`src/rtl/maxnet_controller.sv`:
```
// MAXNET competition sequencer.
//
// Runs one winner-take-all competition per accepted `go`: loads the initial
// activations, then repeats START -> WAIT -> UPDATE -> SETTLE -> CHECK until the
// output checker reports a winner (DONE), the PLUs overflow (ERR, err_ovf) or
// the iteration limit is reached (ERR, err_tmo).
//
// Parameters
//   ITER_W    width of the iteration counter
//   MAX_ITER  iteration limit before timeout (1 .. 2^ITER_W-1)
//   WD_CYCLES watchdog limit on cycles spent in WAIT (watchdog build only)
//
// Ports
//   clk, rst         single rising-edge clock, synchronous active-high reset
//   go               start request, sampled only while idle
//   plu_done         all PLUs finished the current pass
//   overflow         any PLU overflowed
//   finish           registered winner-valid flag from the output checker
//   eps_reg_we, we_prim, we_a_reg, mux_sel, start, rst_plu   datapath controls
//   busy, done, err_ovf, err_tmo                             status
//   iter_count       completed iterations of the current run
//
// Build option
//   MAXNET_CTRL_WATCHDOG_EN  when defined, a stall of WD_CYCLES cycles in WAIT
//                            without plu_done/overflow ends the run with err_tmo.
//
// Every output is a flop: the controls are decoded from the next state and
// registered, so they line up with the state register and no input reaches an
// output combinationally.
module maxnet_controller #(
  parameter int unsigned ITER_W    = 8,
  parameter int unsigned MAX_ITER  = 100,
  parameter int unsigned WD_CYCLES = 64
) (
  input  logic              clk,
  input  logic              rst,
  input  logic              go,
  input  logic              plu_done,
  input  logic              overflow,
  input  logic              finish,
  output logic              eps_reg_we,
  output logic              we_prim,
  output logic              we_a_reg,
  output logic              mux_sel,
  output logic              start,
  output logic              rst_plu,
  output logic              busy,
  output logic              done,
  output logic              err_ovf,
  output logic              err_tmo,
  output logic [ITER_W-1:0] iter_count
);

  typedef enum logic [3:0] {
    StIdle,
    StLoad,
    StRearm,
    StStart,
    StWait,
    StUpdate,
    StSettle,
    StCheck,
    StDone,
    StErr
  } state_e;

  typedef struct packed {
    logic eps_reg_we;
    logic we_prim;
    logic we_a_reg;
    logic mux_sel;
    logic start;
    logic rst_plu;
    logic busy;
    logic done;
  } ctrl_t;

  // Held PLU reset while rst is asserted; everything else quiet.
  localparam ctrl_t CtrlRst = '{rst_plu: 1'b1, default: 1'b0};

  localparam logic [ITER_W-1:0] MaxIterC = ITER_W'(MAX_ITER);
  localparam logic [ITER_W-1:0] IterSat  = '1;

  state_e            state_q, state_d;
  ctrl_t             ctrl_q, ctrl_d;
  logic [ITER_W-1:0] iter_q, iter_d;
  logic              err_ovf_q, err_ovf_d;
  logic              err_tmo_q, err_tmo_d;
  logic              wd_expired;

  // ---------------------------------------------------------------------------
  // Optional WAIT watchdog
  // ---------------------------------------------------------------------------
`ifdef MAXNET_CTRL_WATCHDOG_EN
  localparam int unsigned    WdW    = (WD_CYCLES > 1) ? $clog2(WD_CYCLES) : 1;
  localparam logic [WdW-1:0] WdLast = WdW'(WD_CYCLES - 1);

  logic [WdW-1:0] wd_q;

  // Counts cycles already spent in WAIT; zero on the first WAIT cycle because
  // WAIT is always entered from START.
  always_ff @(posedge clk) begin
    if (rst || (state_q != StWait)) begin
      wd_q <= '0;
    end else begin
      wd_q <= wd_q + WdW'(1);
    end
  end

  // True in the WD_CYCLES-th WAIT cycle, so ERR follows exactly WD_CYCLES
  // cycles after WAIT was entered.
  assign wd_expired = (state_q == StWait) && (wd_q == WdLast);
`else
  logic [31:0] unused_wd_cycles;
  assign unused_wd_cycles = WD_CYCLES;
  assign wd_expired       = 1'b0;
`endif

  // ---------------------------------------------------------------------------
  // Next-state and bookkeeping
  // ---------------------------------------------------------------------------
  always_comb begin
    state_d   = state_q;
    iter_d    = iter_q;
    err_ovf_d = err_ovf_q;
    err_tmo_d = err_tmo_q;

    unique case (state_q)
      StIdle: begin
        if (go) begin
          state_d   = StLoad;
          iter_d    = '0;
          err_ovf_d = 1'b0;
          err_tmo_d = 1'b0;
        end
      end
      StLoad:  state_d = StStart;
      StRearm: state_d = StStart;
      StStart: state_d = StWait;
      StWait: begin
        // Overflow wins over a simultaneous plu_done: the results are garbage.
        if (overflow) begin
          state_d   = StErr;
          err_ovf_d = 1'b1;
        end else if (plu_done) begin
          state_d = StUpdate;
        end else if (wd_expired) begin
          state_d   = StErr;
          err_tmo_d = 1'b1;
        end
      end
      StUpdate: begin
        state_d = StSettle;
        if (iter_q != IterSat) begin
          iter_d = iter_q + ITER_W'(1);
        end
      end
      // One idle cycle so the registered finish flag sees the new activations.
      StSettle: state_d = StCheck;
      StCheck: begin
        if (finish) begin
          state_d = StDone;
        end else if (iter_q >= MaxIterC) begin
          state_d   = StErr;
          err_tmo_d = 1'b1;
        end else begin
          state_d = StRearm;
        end
      end
      StDone:  state_d = StIdle;
      StErr:   state_d = StIdle;
      default: state_d = StIdle;
    endcase
  end

  // ---------------------------------------------------------------------------
  // Control decode of the state being entered; registered below so the
  // outputs coincide with the state register.
  // ---------------------------------------------------------------------------
  always_comb begin
    ctrl_d      = '0;
    ctrl_d.busy = (state_d != StIdle);

    unique case (state_d)
      StLoad: begin
        ctrl_d.eps_reg_we = 1'b1;
        ctrl_d.we_prim    = 1'b1;
        ctrl_d.we_a_reg   = 1'b1;
        ctrl_d.mux_sel    = 1'b1;
        ctrl_d.rst_plu    = 1'b1;
      end
      StRearm:  ctrl_d.rst_plu  = 1'b1;
      StStart:  ctrl_d.start    = 1'b1;
      // mux_sel stays 0 here: the activation register takes PLU results.
      StUpdate: ctrl_d.we_a_reg = 1'b1;
      StDone:   ctrl_d.done     = 1'b1;
      StErr:    ctrl_d.done     = 1'b1;
      default:  ;
    endcase
  end

  // ---------------------------------------------------------------------------
  // State and output registers
  // ---------------------------------------------------------------------------
  always_ff @(posedge clk) begin
    if (rst) begin
      state_q   <= StIdle;
      ctrl_q    <= CtrlRst;
      iter_q    <= '0;
      err_ovf_q <= 1'b0;
      err_tmo_q <= 1'b0;
    end else begin
      state_q   <= state_d;
      ctrl_q    <= ctrl_d;
      iter_q    <= iter_d;
      err_ovf_q <= err_ovf_d;
      err_tmo_q <= err_tmo_d;
    end
  end

  assign eps_reg_we = ctrl_q.eps_reg_we;
  assign we_prim    = ctrl_q.we_prim;
  assign we_a_reg   = ctrl_q.we_a_reg;
  assign mux_sel    = ctrl_q.mux_sel;
  assign start      = ctrl_q.start;
  assign rst_plu    = ctrl_q.rst_plu;
  assign busy       = ctrl_q.busy;
  assign done       = ctrl_q.done;
  assign err_ovf    = err_ovf_q;
  assign err_tmo    = err_tmo_q;
  assign iter_count = iter_q;

endmodule
```
`config.mk`:
```
export PLATFORM = sky130hd
export DESIGN_NAME = maxnet_controller
export DESIGN_NICKNAME = d
export VERILOG_FILES = /design/src/rtl/maxnet_controller.sv
export SDC_FILE = /design/constraint.sdc
export NUM_CORES = 1
export LEC_CHECK = 0
export CORE_MARGIN = 8
export CORE_UTILIZATION = 48
export CTS_BUF_LIST = sky130_fd_sc_hd__clkbuf_8 sky130_fd_sc_hd__clkbuf_16
export DETAILED_ROUTE_END_ITERATION = 10
export MAX_ROUTING_LAYER = met4
export PLACE_DENSITY = 0.78
export SLEW_MARGIN = 10
export SYNTH_ARGS = -nofsm -noshare
export SYNTH_HDL_FRONTEND = slang
export SYNTH_SLANG_ARGS = --single-unit
```
`constraint.sdc`:
```
create_clock -name clk -period 1.8 [get_ports clk]
set_input_delay 0.36 -clock clk [delete_from_list [all_inputs] [get_ports clk]]
set_output_delay 0.36 -clock clk [all_outputs]
set_load 0.01 [all_outputs]
```
# ---- Yosys cells after proc, flatten, opt, wreduce, memory -nomap -nowiden
# Cells that the tools add are included.
dict set report word_totals {
  register_bits 22
  inputBits 6
  elab_cells 66
}
dict set report classes {
  n_addsub 1
  n_lt_le_gt_ge 1
  n_eq_ne 19
  n_mux 21
  reduce_logical 12
}
# operator count
set op_table {}
lappend op_table {{4-bit one-hot mux with 7 select lines} 1}
lappend op_table {{4-bit by 3-bit == test with 1-bit output, second input constant} 5}
lappend op_table {{4-bit two-way mux} 5}
lappend op_table {{4-bit by 2-bit == test with 1-bit output, second input constant} 4}
lappend op_table {{8-bit two-way mux} 2}
lappend op_table {{8-bit one-hot mux with 2 select lines} 1}
lappend op_table {{2-bit inequality test, second input constant} 5}
lappend op_table {{1-bit two-way mux} 9}
lappend op_table {{8-bit by 1-bit adder with 8-bit output, second input constant} 1}
lappend op_table {{4-bit by 1-bit == test with 1-bit output, second input constant} 2}
lappend op_table {{4-bit == test, second input constant} 2}
lappend op_table {{8-bit by 7-bit greater-or-equal comparator with 1-bit output, second input constant} 1}
lappend op_table {{8-bit inequality test, second input constant} 1}
lappend op_table {{2-bit OR reduction} 4}
lappend op_table {{3-bit AND reduction} 2}
lappend op_table {{2-bit nonzero test} 3}
lappend op_table {{4-bit logical NOT} 1}
lappend op_table {{1-bit one-hot mux with 2 select lines} 2}
lappend op_table {{4-bit AND reduction} 1}
lappend op_table {{4-bit nonzero test} 1}
lappend op_table {{2-bit two-way mux} 1}

# ---- Depth between registers and ports, before layout
# Gate-level depths: netlist of the first run.
dict set report depth {
  depth_word 7
  mapped_depth 5
  depth_no_buf 5
}

# ---- Worst setup path before layout of the first run
# OpenSTA, ideal clock, no wires.
dict set report synth_path {
  kind {register to register}
  from {register iter_q[1] (netlist: iter_count[1])}
  to {register iter_q[1] (netlist: iter_count[1])}
  setup_time_ps 116
  arrival_time_ps 1420
  required_time_ps 1684
  path_slack_ps 263
  stages_incl_launch_ff 6
  cell_sequence {dfxtp_1 ha_1 nand4_1 o21ai_1 a21oi_1 a41o_1}
}
dict set report synth_between {
  elab_chain_len 3
  word_cells_on_any_way 6
  cone_classes {add/sub (1); eq/ne (2); mux (2); reduce/logical (1)}
}
# element line_no
set synth_lines {}
lappend synth_lines {{start: declaration} 86} ;# logic [ITER_W-1:0] iter_q, iter_d;
lappend synth_lines {{start signal: assignment} 215} ;# iter_q <= iter_d;
lappend synth_lines {{8-bit by 1-bit adder with 8-bit output or 8-bit inequality test (tied branches)} {155, 154}}
lappend synth_lines {{8-bit two-way mux or 2-bit inequality test (tied branches)} --}
lappend synth_lines {{8-bit one-hot mux with 2 select lines or 3-bit AND reduction (tied branches)} --}
# Several ways; a longest one is shown, not always the timed one. The select of a mux whose other input is x is not followed.
# A chain may end at the register's enable or synchronous reset.

# ---- Final worst setup path of the first run
dict set report layout_path {
  from {register iter_q[2] (netlist: iter_count[2])}
  to {output port iter_count[2]}
}
# element line_no
set layout_rtl {}
lappend layout_rtl {{end: declaration} 51} ;# output logic [ITER_W-1:0] iter_count
# No word-level cell between the ends.

==> results list, run 1 <==
* Number of buffers added by the clock tree synthesis step: 3
* Effective utilization at floorplan: 50.6%
- For this block, the via count after detailed routing is 1005.
* Setup-failing EPs final: 0
- CP Launch Point: iter_count[2]
- Pin count of the biggest net entering global routing: 11
* Final worst path period share: 94.7%
- Final weighted congestion in routability-driven placement: 0.896
- After clock tree synthesis, the clock-pin slew on the worst setup and hold paths is 0.07 ns.
- Number of buffers and inverters on the critical path: 1
- The clock reaches the later pin of the worst-skew pair after 0.26 ns.
- Among all flip-flop cells after synthesis, the most frequent one is dfxtp_1.
- Power density cells: 809 nW/um^2
- Width of the die: 61.5 um
- The longest clock path from root to sink contains 2 buffers.
- Broken down by cell family, the worst path's largest delay share belongs to buffers and inverters.
- The flow ran to the end, and the final reports show no timing, DRC or antenna violations.
- The tool flagged a number of max-cap violations equal to 0.
* Clock H-tree levels: 1
* Required time at the endpoint of the critical path: 1.44 ns
- Post-CTS timing repair inserted 0 buffers for setup.
- 24 I/O pins were placed.
* Setup slack after layout: 0.0948 ns
* Largest clock skew in the final design: 0.00340 ns
- Along the worst path, the maximum fanout reaches 8.
- The number of nets handed over by synthesis was 125.
* Post-synthesis register bit count: 20
* Proportion of netlist area held by the largest area contributor: 40.3%
- Using the TritonRoute via totals, the vias-per-cell ratio works out to 5.81.
- Switching power of the nets: 0.307 mW
- Input and output buffers added on the ports amount to 23.
- Counting I/O delays and the setup requirement, the final critical path takes 1.71 ns.
- Number of flip-flops in the largest register: 8
* Aggregate routed wire length: 2.60 mm
* Average wire per cell in the routed design: 15.0 um
- Via count of the first global-routing pass: 964
- For this run, the slowest stage of the critical path takes 0.60 ns.
- Slack of the worst reg-to-reg path: 0.15 ns
- Terminus of the critical flop-to-flop path: iter_count[5]
- Netlist Area Pre-Place: 993 um^2
* Post-route antenna net violation count: 0
- Counting flops with a built-in enable in the synthesized netlist gives 0.
- In this run the number of cells on the critical path is 1.
* Post-route DRC: 0
* Std cell rows: 16
* Seq/Total Area, Yosys: 40.3%
- Signal arrival time at the worst endpoint: 1.35 ns
- Number of cells produced by synthesis: 117
- In this run the static leakage power is 0.512 nW.
* Clock tree from TritonCTS: built
* Library cell occupying the most area in the post-synthesis netlist: dfxtp_1
- The repair_antennas step left the layout with diodes totalling 0.
- Measured on the finished design, the core utilization comes to 68.2%.
- The floorplan step defined a die boundary enclosing 3780 um^2.
- WS Path Type: reg2out
* Worst R2R Start: state_q[0]
- Placeable Area: 1960 um^2
- Startpoint types: flop
* Most area-consuming cells after synthesis: dfxtp_1 40%, a21oi_1 4.5%, nor2_1 3.8%
- The worst setup path is captured at a primary output.
- Counting cells, the worst reg-to-reg path comes to 4.
* Total routing usage reported by global routing: 15.5%
* P&R area growth vs syn: 34.8%
* Final global-route overflow total: 0
- Class of the tightest hold or removal check: reg2reg
- Antenna violations before repair: 0
- OpenSTA, run right after detailed placement, puts the worst setup slack at -0.139 ns.
- Of the total power, the share spent switching nets is 28.4%.
- After synthesis, the share of flip-flops with an asynchronous set or reset is 0%.
- In this run the worst setup path terminates at iter_count[2].
- Among all stages on the critical path, the largest delay is contributed by clkdlybuf4s50_1.
- Clock tree synthesis selected as its root buffer the cell clkbuf_8.
* Fin nets: 156
- Iteration-0 DRC count of the detailed router: 35
- Traced cell by cell, the critical path runs through clkdlybuf4s50_1.
- Peak supply drop: 0.000518 V
- In this run the tightest slew margin relative to its limit is 73.2%.
* Initial DRT Pass Iterations: 4
- Clock tree synthesis found a total of 20 sinks.
- Per report_power, the combinational group accounts for 26.3% of the total.
* Mean post-synth cell area: 8.49 um^2
- Chip Height: 61.5 um
- Unique masters post-synth: 40
- Once placement completed, the tool counted placed cells totaling 170.
- Clock share of power: 26.8%
- The first global-routing pass estimated 4.30 mm of wire.
- Timing would allow up to 586 MHz.
- At the pin with the least slew margin, the transition time is 0.396 ns.
- Flop pwr share: 46.9%
- Yosys printed 0 warnings.
* Proportion of layout cells with a drive suffix above 1: 12.3%
- For the final routed database, the setup TNS stands at 0 ns.
* Layout Cells excl Fill: 173
- Once detailed placement completed, the half-perimeter wirelength came to 2.03 mm.
- Unrepaired setup endpoints after global routing: no
- The number of pins exceeding their max-slew limit in the final report was 0.
* Total internal power: 0.776 mW
- The number of hold violations in the final report came to 0.
==> cell type report <==
| class | count | area [um^2] |
|---|---|---|
| Fill cell | 180 | 623 |
| Multi-Input combinational cell | 85 | 539 |
| Sequential cell | 20 | 400 |
| Timing Repair Buffer | 33 | 305 |
| Clock buffer | 3 | 41.3 |
| Tap cell | 27 | 33.8 |
| Inverter | 5 | 18.8 |
==> synthesized netlist by cell type, types with 2 or more instances <==
library cell   n
nand2_1        6
nor4b_1        2
a211oi_1       2
nor3_1         3
o21ai_0        4
nor2_1        10
xor2_1         2
a21oi_1        9
dfxtp_1       20
or2_2          2
buf_4          3
o211ai_1       5
ha_1           2
and3_1         2
clkbuf_1       3
or4_1          3
nand3_1        7
nor4_1         3
a31oi_1        2
inv_1          5
nand2b_1       2
nor2b_1        2
==> through the flow <==
step,instance area (um^2),hold WS (ns),total power [mW]
6_report,1340,0.476,1.08
5_1_grt,1340,0.523,1.13
3_3_place_gp,1290,0.459,0.794
3_5_place_dp,1290,0.466,0.801
2_1_floorplan,993,0.505,0.672
4_1_cts,1340,0.486,1.09
==> layer usage <==
layer	up-vias	track usage [%]	share of wire [%]
li1	493	-	-
met1	474	16.7	43
met2	31	25.7	49
met3	7	3.55	5.2
met4	0	8.12	2.2
met5	-	-	0
==> worst min path at each step <==
stage,cells after the start,slack (ns),to,start
after floorplan,2,0.50,err_tmo,err_tmo
after global routing,2,0.52,err_ovf,err_ovf
after CTS,2,0.49,err_tmo,err_tmo
after global placement,2,0.46,err_ovf,err_ovf
after detailed placement,2,0.47,err_tmo,err_tmo
final,2,0.48,err_ovf,err_ovf
==> cell usage in the layout, fill, tap and decap left out, types with 2 or more instances in the layout <==
cell	n
or2_2	2
o211ai_1	5
and3_1	2
buf_4	10
nor4_1	3
nand2_1	6
dfxtp_1	20
nand2b_1	2
or4_1	3
clkdlybuf4s50_1	23
o21ai_0	4
a21oi_1	9
nand3_1	7
a31oi_1	2
ha_1	2
inv_1	5
a211oi_1	2
nor2_1	10
nor3_1	3
xor2_1	2
clkbuf_8	3
nor4b_1	2
nor2b_1	2
==> power by group through the flow <==
| stage | sequential, mW | clock, mW | combinational [mW] |
|---|---|---|---|
| global route | 0.513 | 0.309 | 0.311 |
| global placement | 0.516 | 0 | 0.278 |
| finish | 0.508 | 0.290 | 0.285 |
| floorplan | 0.518 | 0 | 0.154 |
| detailed placement | 0.518 | 0 | 0.283 |
| CTS | 0.508 | 0.293 | 0.284 |
==> tightest hold or removal path, cell delays in order, from the launching register on <==
cell	delay, ns
dfxtp_1	0.33
a31oi_1	0.04
nor2_1	0.07
==> cells by family (layout without fill, tap and decap cells) <==
kind of cell             after synthesis  in the layout  share of synthesized area [%]
AND/OR/NAND/NOR                       49             49                           28.0
flip-flops                            20             20                           40.3
XOR/XNOR                               3              3                           2.65
adder cells (fa/ha/maj)                2              2                           2.52
buffers and inverters                 12             41                           5.79
AO/OA/AOI/OAI                         31             31                           20.8
==> what timing repair did <==
item | CTS | global route
hold buffers | 0 | 0
setup endpoints to repair | 0 | 1
resized for setup | 0 | 1
No activity file was read; power rests on OpenSTA's default activity.
==> run 2: changes to the inputs <==
Settings changed: CORE_UTILIZATION 48 to 43, PLACE_DENSITY 0.78 to 0.74.
Clock period 1.8 ns to 1.4 ns, I/O delays scaled along.
==> results list, run 2 (synthesis results as in run 1) <==
* Time the final worst path needs with I/O delays and setup: 1.50 ns
* Most common cell after layout, fill and taps aside: buf_4
- CP Launch Point: iter_count[1]
- Cell area after layout: 1630 um^2 (+22%)
- Nature of the critical path endpoint: flop
- The post-placement cell count is 190 (+12%).
- The non-filler instance count after layout is 196 (+13%).
- The instance area at placement was 1460 um^2 (+13%).
- The wire length on met1 is 1.31 mm (+16%).
- Pin count of the biggest net entering global routing: 12 (+1)
- Wire length of the first global-routing pass: 4.91 mm (+14%)
- Count of buffers from port buffering: 23 (unchanged)
- The number of hold violations in the final report came to 0 (unchanged).
* Largest stage delay on the critical path: 0.52 ns (-0.08 ns)
- The library cells used most frequently in the layout, excluding fill and tap cells, are 32 x buf_4, 13 x dlygate4sd2_1, 10 x nor2_1, 9 x dfxtp_2, 8 x dfxtp_1.
* Number of flip-flops in the largest register: 8 (unchanged)
- Clock insertion delay at the later pin of the skew report: 0.26 ns (about the same)
* Aggregate routed wire length: 3.11 mm (+20%)
* Count of hold buffers inserted by post-cts repair: 0 (unchanged)
- The number of inserted filler cells in the final layout is 160 (-11%).
- Effective utilization at floorplan: 45.3% (-5.3 points)
- STA classifies the critical path startpoint as a flop.
- Worst R2R Start: iter_count[1]
* Clock H-tree levels: 1 (unchanged)
* Clock net sink count: 20 (unchanged)
- From synthesis to final layout, the design area changed by 63.9%.
- Clock tree synthesis selected as its root buffer the cell clkbuf_8.
* Proportion of layout cells with a drive suffix above 1: 41.1% (+29 points)
* Final global-route overflow total: 0 (unchanged)
* Via count of the first global-routing pass: 1086 (+13%)
- Min-delay src: err_ovf
- The setup path with the least slack is of type reg2reg.
- Result of the run: complete, but fails checks
- The overall track demand over capacity in global routing was 15.2% (-0.23 points).
- Final worst path period share: 107%
- Placeable Area: 2190 um^2 (+12%)
- Final core occ: 74.3% (+6.1 points)
- Walking the worst path, the cells encountered are inv_1, or4_4, or3_4, a21oi_2.
- Chip Height: 64.1 um (+4.2%)
- Post-route antenna net violation count: 0 (unchanged)
- The peak fanout along the critical path was 5 (-3).
- The tightest min-delay check is of the reg2reg type.
- Unrepaired setup endpoints after global routing: yes
- Clock tree from TritonCTS: built
* Required time at the endpoint of the critical path: 1.59 ns (+0.15 ns)
* Violations in the final reports: setup timing
- The detailed-route vias per instance was 5.59 (-3.8%).
* Largest clock skew in the final design: 0.00136 ns (-0.00204 ns)
* Total Power: 1.54 mW (+42%)
- The number of antenna violations at the first check in global routing is 0 (unchanged).
- The global placer's final weighted congestion came to 0.865 (-3.5%).
* Uppermost routed layer: met4
- Total of max-cap violations: 0 (unchanged)
- Total length of routed met3 wires: 124 um (-8.1%)
- Critical path's top delay family: simple AND/OR/NAND/NOR gates
* Half-perimeter wire length after detailed placement: 2.29 mm (+13%)
* Count of vias placed by the detailed router: 1095 (+9.0%)
- The area taken by flip-flops and latches came to 423 um^2 (+5.6%).
- Final-report max-slew violation count: 0 (unchanged)
* Cell at the slowest stage of the critical path: or4_4
- The number of setup violations in the final report is 4 (+4).
- The post-detailed-route wirelength per cell is 15.8 um (+5.6%).
* Signal arrival time at the worst endpoint: 1.70 ns (+0.35 ns)
* Total I/O pin count: 24 (unchanged)
- The number of nets in the finished design is 177 (+13%).
- The clock buffer count from CTS came to 3 (unchanged).
- The antenna diode count came to 0 (unchanged).
- Met2 wire length: 1.58 mm (+24%)
- The number of DRC markers after the initial detailed-route iteration was 19 (-46%).
* Number of buffers and inverters on the critical path: 1 (unchanged)
- Clock-pin slew of the registers on the worst-case setup and hold paths: 0.08 ns (about the same)
- The number of buffers between clock root and the deepest sink was 2 (unchanged).
* Transition time at the pin with the least slew margin: 0.367 ns (-0.0284 ns)
* Die ar.: 4100 um^2 (+8.5%)
- Multi-input logic area: 639 um^2 (+19%)
- The standby leakage power came to 0.767 nW (+50%).
- Max-slew headroom: 75.3% (+2.1 points)
- The highest ir drop seen on vdd was 0.000592 V (+14%).
- The power per unit of standard cell area is 945 nW/um^2 (+17%).
* Highest clock frequency the design can meet: 666 MHz
- The floorplan die width came to 64.1 um (+4.2%).
- Std cell rows: 17 (+1)
* Post-route DRC: 0 (unchanged)
- The worst path setup slack after routing is -0.101 ns (-0.196 ns).
* Initial DRT Pass Iterations: 4 (unchanged)
[run 2: cell types whose count changed in the layout (fill, tap and decap cells not counted), sizes merged]
cell           before  now
dlymetal6s2s        0    5
buf                10   32
clkdlybuf4s50      23    4
clkbuf              3    4
dlygate4sd2         0   13
[run 2: power by group]
part | internal (mW) | total, mW | switching [mW]
logic | 0.226 | 0.449 | 0.223
clock network | 0.250 | 0.448 | 0.198
registers | 0.616 | 0.641 | 0.0253
[run 2: cell type report]
type                            count  share of cell area (%)
Clock buffer                        4                    3.38
Inverter                            5                    1.15
Multi-Input combinational cell     85                    39.3
Sequential cell                    20                    26.0
Tap cell                           28                    2.15
Timing Repair Buffer               54                    28.1
[run 2: final timing paths]
kind / endpoint / cells past startpoint / slack (ns)
setup / recovery: iter_count[7] / 4 / -0.10
hold reg to reg: err_ovf / 2 / 0.47
setup reg to reg: iter_count[7] / 4 / -0.10
hold / removal: err_ovf / 2 / 0.47
[run 2: metrics by stage]
stage / TNS [ns] / hold slack [ns] / worst slack, ns
floorplan: 0 / 0.435 / 0.00347
global placement: -3.47 / 0.453 / -0.321
detailed placement: -3.64 / 0.455 / -0.369
CTS: -0.205 / 0.472 / -0.0660
global route: -0.405 / 0.493 / -0.106
finish: -0.179 / 0.475 / -0.101
[run 2: tightest hold or removal path, delay by kind of cell, from the launching register on]
family	cells	cell delay (ns)
simple gates	1	0.07
compound gates	1	0.05
flops	1	0.33
[run 2: timing repair]
item,in CTS,in global routing
buffers inserted,1,1
setup endpoints to repair,23,16
gates resized for setup,27,15
pin swaps,6,6
[run 2: routing by layer]
metal / vias to the layer above / GRT usage [%]
met1: 515 / 15.7
li1: 538 / -
met5: - / -
met2: 31 / 26.3
met4: 0 / 8.36
met3: 11 / 3.31
==> run 3: changes to the inputs <==
Settings changed: CORE_MARGIN 8 to default, PLACE_DENSITY 0.74 to 0.73.
==> results list, run 3 (synthesis results as in run 1) <==
* Multi-input logic area: 696 um^2 (+8.8%)
- The via count of the first global-routing pass was 1060 (-2.4%).
- The max-capacitance violation count is 0 (unchanged).
* Final hold violation count: 0 (unchanged)
- The area taken by flip-flops and latches is 430 um^2 (+1.8%).
- The clock buffer count from CTS was 3 (unchanged).
* Fin nets: 181 (+2.3%)
* Count of hold buffers inserted by post-cts repair: 0 (unchanged)
- Leaving out fill and tap cells, the most frequent cell in the layout is buf_4.
* Power density cells: 896 nW/um^2 (-5.2%)
- The cell count of the worst reg-to-reg path was 4 (unchanged).
- The routed wire length is 3.27 mm (+5.3%).
* Violations in the final reports: setup timing
* Total I/O pin count: 24 (unchanged)
- The fraction of final layout cells with drive strength greater than 1 was 43.0% (+2.0 points).
- Worst R2R Start: iter_count[0]
- The peak fanout along the critical path was 4 (-1).
- The number of pins exceeding their max-slew limit in the final report was 0 (unchanged).
- The number of inserted filler cells in the final layout is 140 (-13%).
* Longest Clk Path Bufs: 2 (unchanged)
* Leakage power: 0.756 nW (-1.5%)
* Std cell rows: 17 (unchanged)
- From synthesis to final layout, the design area changed by 73.4%.
- The worst path setup slack after routing was -0.0749 ns (+0.0265 ns).
- Clock tree from TritonCTS: built
- Wire length of the first global-routing pass: 4.70 mm (-4.2%)
* Required time at the endpoint of the critical path: 1.59 ns (about the same)
* Final core occ: 78.6% (+4.3 points)
* Peak supply drop: 0.000791 V (+34%)
- The worst relative slew slack came to 80.3% (+5.0 points).
- The number of antenna violations at the first check in global routing is 0 (unchanged).
- The global placer's final weighted congestion was 0.887 (+2.6%).
- Clock tree synthesis selected as its root buffer the cell clkbuf_8.
- The floorplan die width was 50.1 um (-22%).
- The worst hold path terminates at err_tmo.
* Initial DRT Pass Iterations: 4 (unchanged)
- Total routing usage reported by global routing: 25.6% (+10 points)
- Largest clock skew in the final design: 0.000944 ns (-0.000411 ns)
- Class of the tightest hold or removal check: reg2reg
- The share of the clock period used by the worst path after layout was 105% (-1.9 points).
- The detailed-route vias per instance is 5.82 (+4.1%).
* Effective utilization at floorplan: 45.3% (unchanged)
- In the layout the commonest cells are 30 x buf_4, 15 x dlygate4sd2_1, 10 x nor2_1, 8 x a21oi_1, 8 x dfxtp_1.
* Result of the run: complete, but fails checks
- The antenna diode count was 0 (unchanged).
- Time the final worst path needs with I/O delays and setup: 1.47 ns (-0.0265 ns)
- The number of I/O port buffers is 23 (unchanged).
- Slack of the worst reg-to-reg path: -0.07 ns (+0.03 ns)
* Startpoint types: flop
- Unrepaired setup endpoints after global routing: yes
- Clock insertion delay at the later pin of the skew report: 0.26 ns (about the same)
* Worst Hold Slack: 0.487 ns (+0.0119 ns)
- The final routed DRC violation total is 0 (unchanged).
- The number of setup violations in the final report came to 4 (unchanged).
* Min-delay src: err_tmo
- The total vias in the final route came to 1163 (+6.2%).
- Pin count of the biggest net entering global routing: 12 (unchanged)
- Clock-pin slew of the registers on the worst-case setup and hold paths: 0.08 ns (about the same)
* WS Path Type: reg2reg
- Placeable Area: 2190 um^2 (unchanged)
- The floorplan die area is 2510 um^2 (-39%).
- The slew at the pin with the worst max-slew slack is 0.295 ns (-0.0718 ns).
- Half-perimeter wire length after detailed placement: 2.08 mm (-8.9%)
- The post-detailed-route wirelength per cell came to 16.3 um (+3.2%).
- Clock net sink count: 20 (unchanged)
- Nature of the critical path endpoint: flop
* Final global-route overflow total: 0 (unchanged)
- The endpoint identified for the worst register-to-register timing path is iter_count[7].
- The floorplan die height is 50.1 um (-22%).
- The number of DRC markers after the initial detailed-route iteration was 20 (+1).
* Number of cells traversed by the worst hold path: 2 (unchanged)
- The flip-flop count of the largest register, all copies and words added came to 8 (unchanged).
- Highest clock frequency the design can meet: 678 MHz (+1.8%)
* Clock H-tree levels: 1 (unchanged)
- The residual antenna-violating net count after detailed routing came to 0 (unchanged).
- Signal arrival time at the worst endpoint: 1.67 ns (-0.03 ns)
[run 3: changes by cell type in the layout (fill, tap and decap cells not counted), sizes merged]
cell,change
clkdlybuf4s50,+2
buf,+3
clkbuf,-1
dlymetal6s2s,-3
dlygate4sd2,+2
clkinv,+1
[run 3: power breakdown]
part | total, mW | switching [mW] | internal (mW)
clock network | 0.390 | 0.194 | 0.195
logic | 0.492 | 0.234 | 0.258
registers | 0.662 | 0.0460 | 0.616
total | 1.54 | 0.474 | 1.07
[run 3: final cells by class]
| class | instances | share of cell area [%] |
|---|---|---|
| well taps | 28 | 2.03 |
| clock inverters | 1 | 0.218 |
| flip-flops and latches | 20 | 25.0 |
| repair buffers | 58 | 28.9 |
| multi-input cells | 85 | 40.4 |
| clock buffers | 3 | 2.40 |
| inverters | 5 | 1.09 |
[run 3: metal layers]
metal  global-route usage [%]  routed length [um]
met5                        -                   0
met2                     44.4                1640
met1                     28.7                1400
met3                     5.86                 173
met4                     8.10                  53
[run 3: worst max path at each step]
stage	start	endpoint	slack (ns)	depth (start not counted)
floorplan	iter_count[0]	iter_count[7]	0.003	4
global placement	go	iter_count[5]	-0.33	5
detailed placement	go	iter_count[5]	-0.39	5
CTS	iter_count[1]	iter_count[7]	-0.08	4
global route	iter_count[1]	iter_count[7]	-0.11	4
finish	iter_count[0]	iter_count[7]	-0.07	4
[run 3: what timing repair did]
item,CTS,global route
pin swaps,8,8
setup buffers,3,1
gates resized for setup,30,25
hold endpoints to repair,0,0
setup endpoints to repair,24,15
[run 3: worst max-delay path, cell delays in order, from the launching register on]
cell and delay [ns]:
dfxtp_4 0.38, inv_2 0.04, or4_4 0.54, or3_1 0.33
a21oi_2 0.12
[run 3: stage by stage]
step / worst slack, ns / cell area, um^2 / power [mW] / std cells / setup TNS (ns)
finish: -0.0749 / 1720 / 1.54 / 200 / -0.172
global placement: -0.333 / 1490 / 1.07 / 193 / -3.52
floorplan: 0.00347 / 1020 / 0.873 / 117 / 0
CTS: -0.0809 / 1600 / 1.48 / 199 / -0.118
detailed placement: -0.388 / 1490 / 1.08 / 193 / -3.94
global route: -0.111 / 1720 / 1.61 / 200 / -0.385
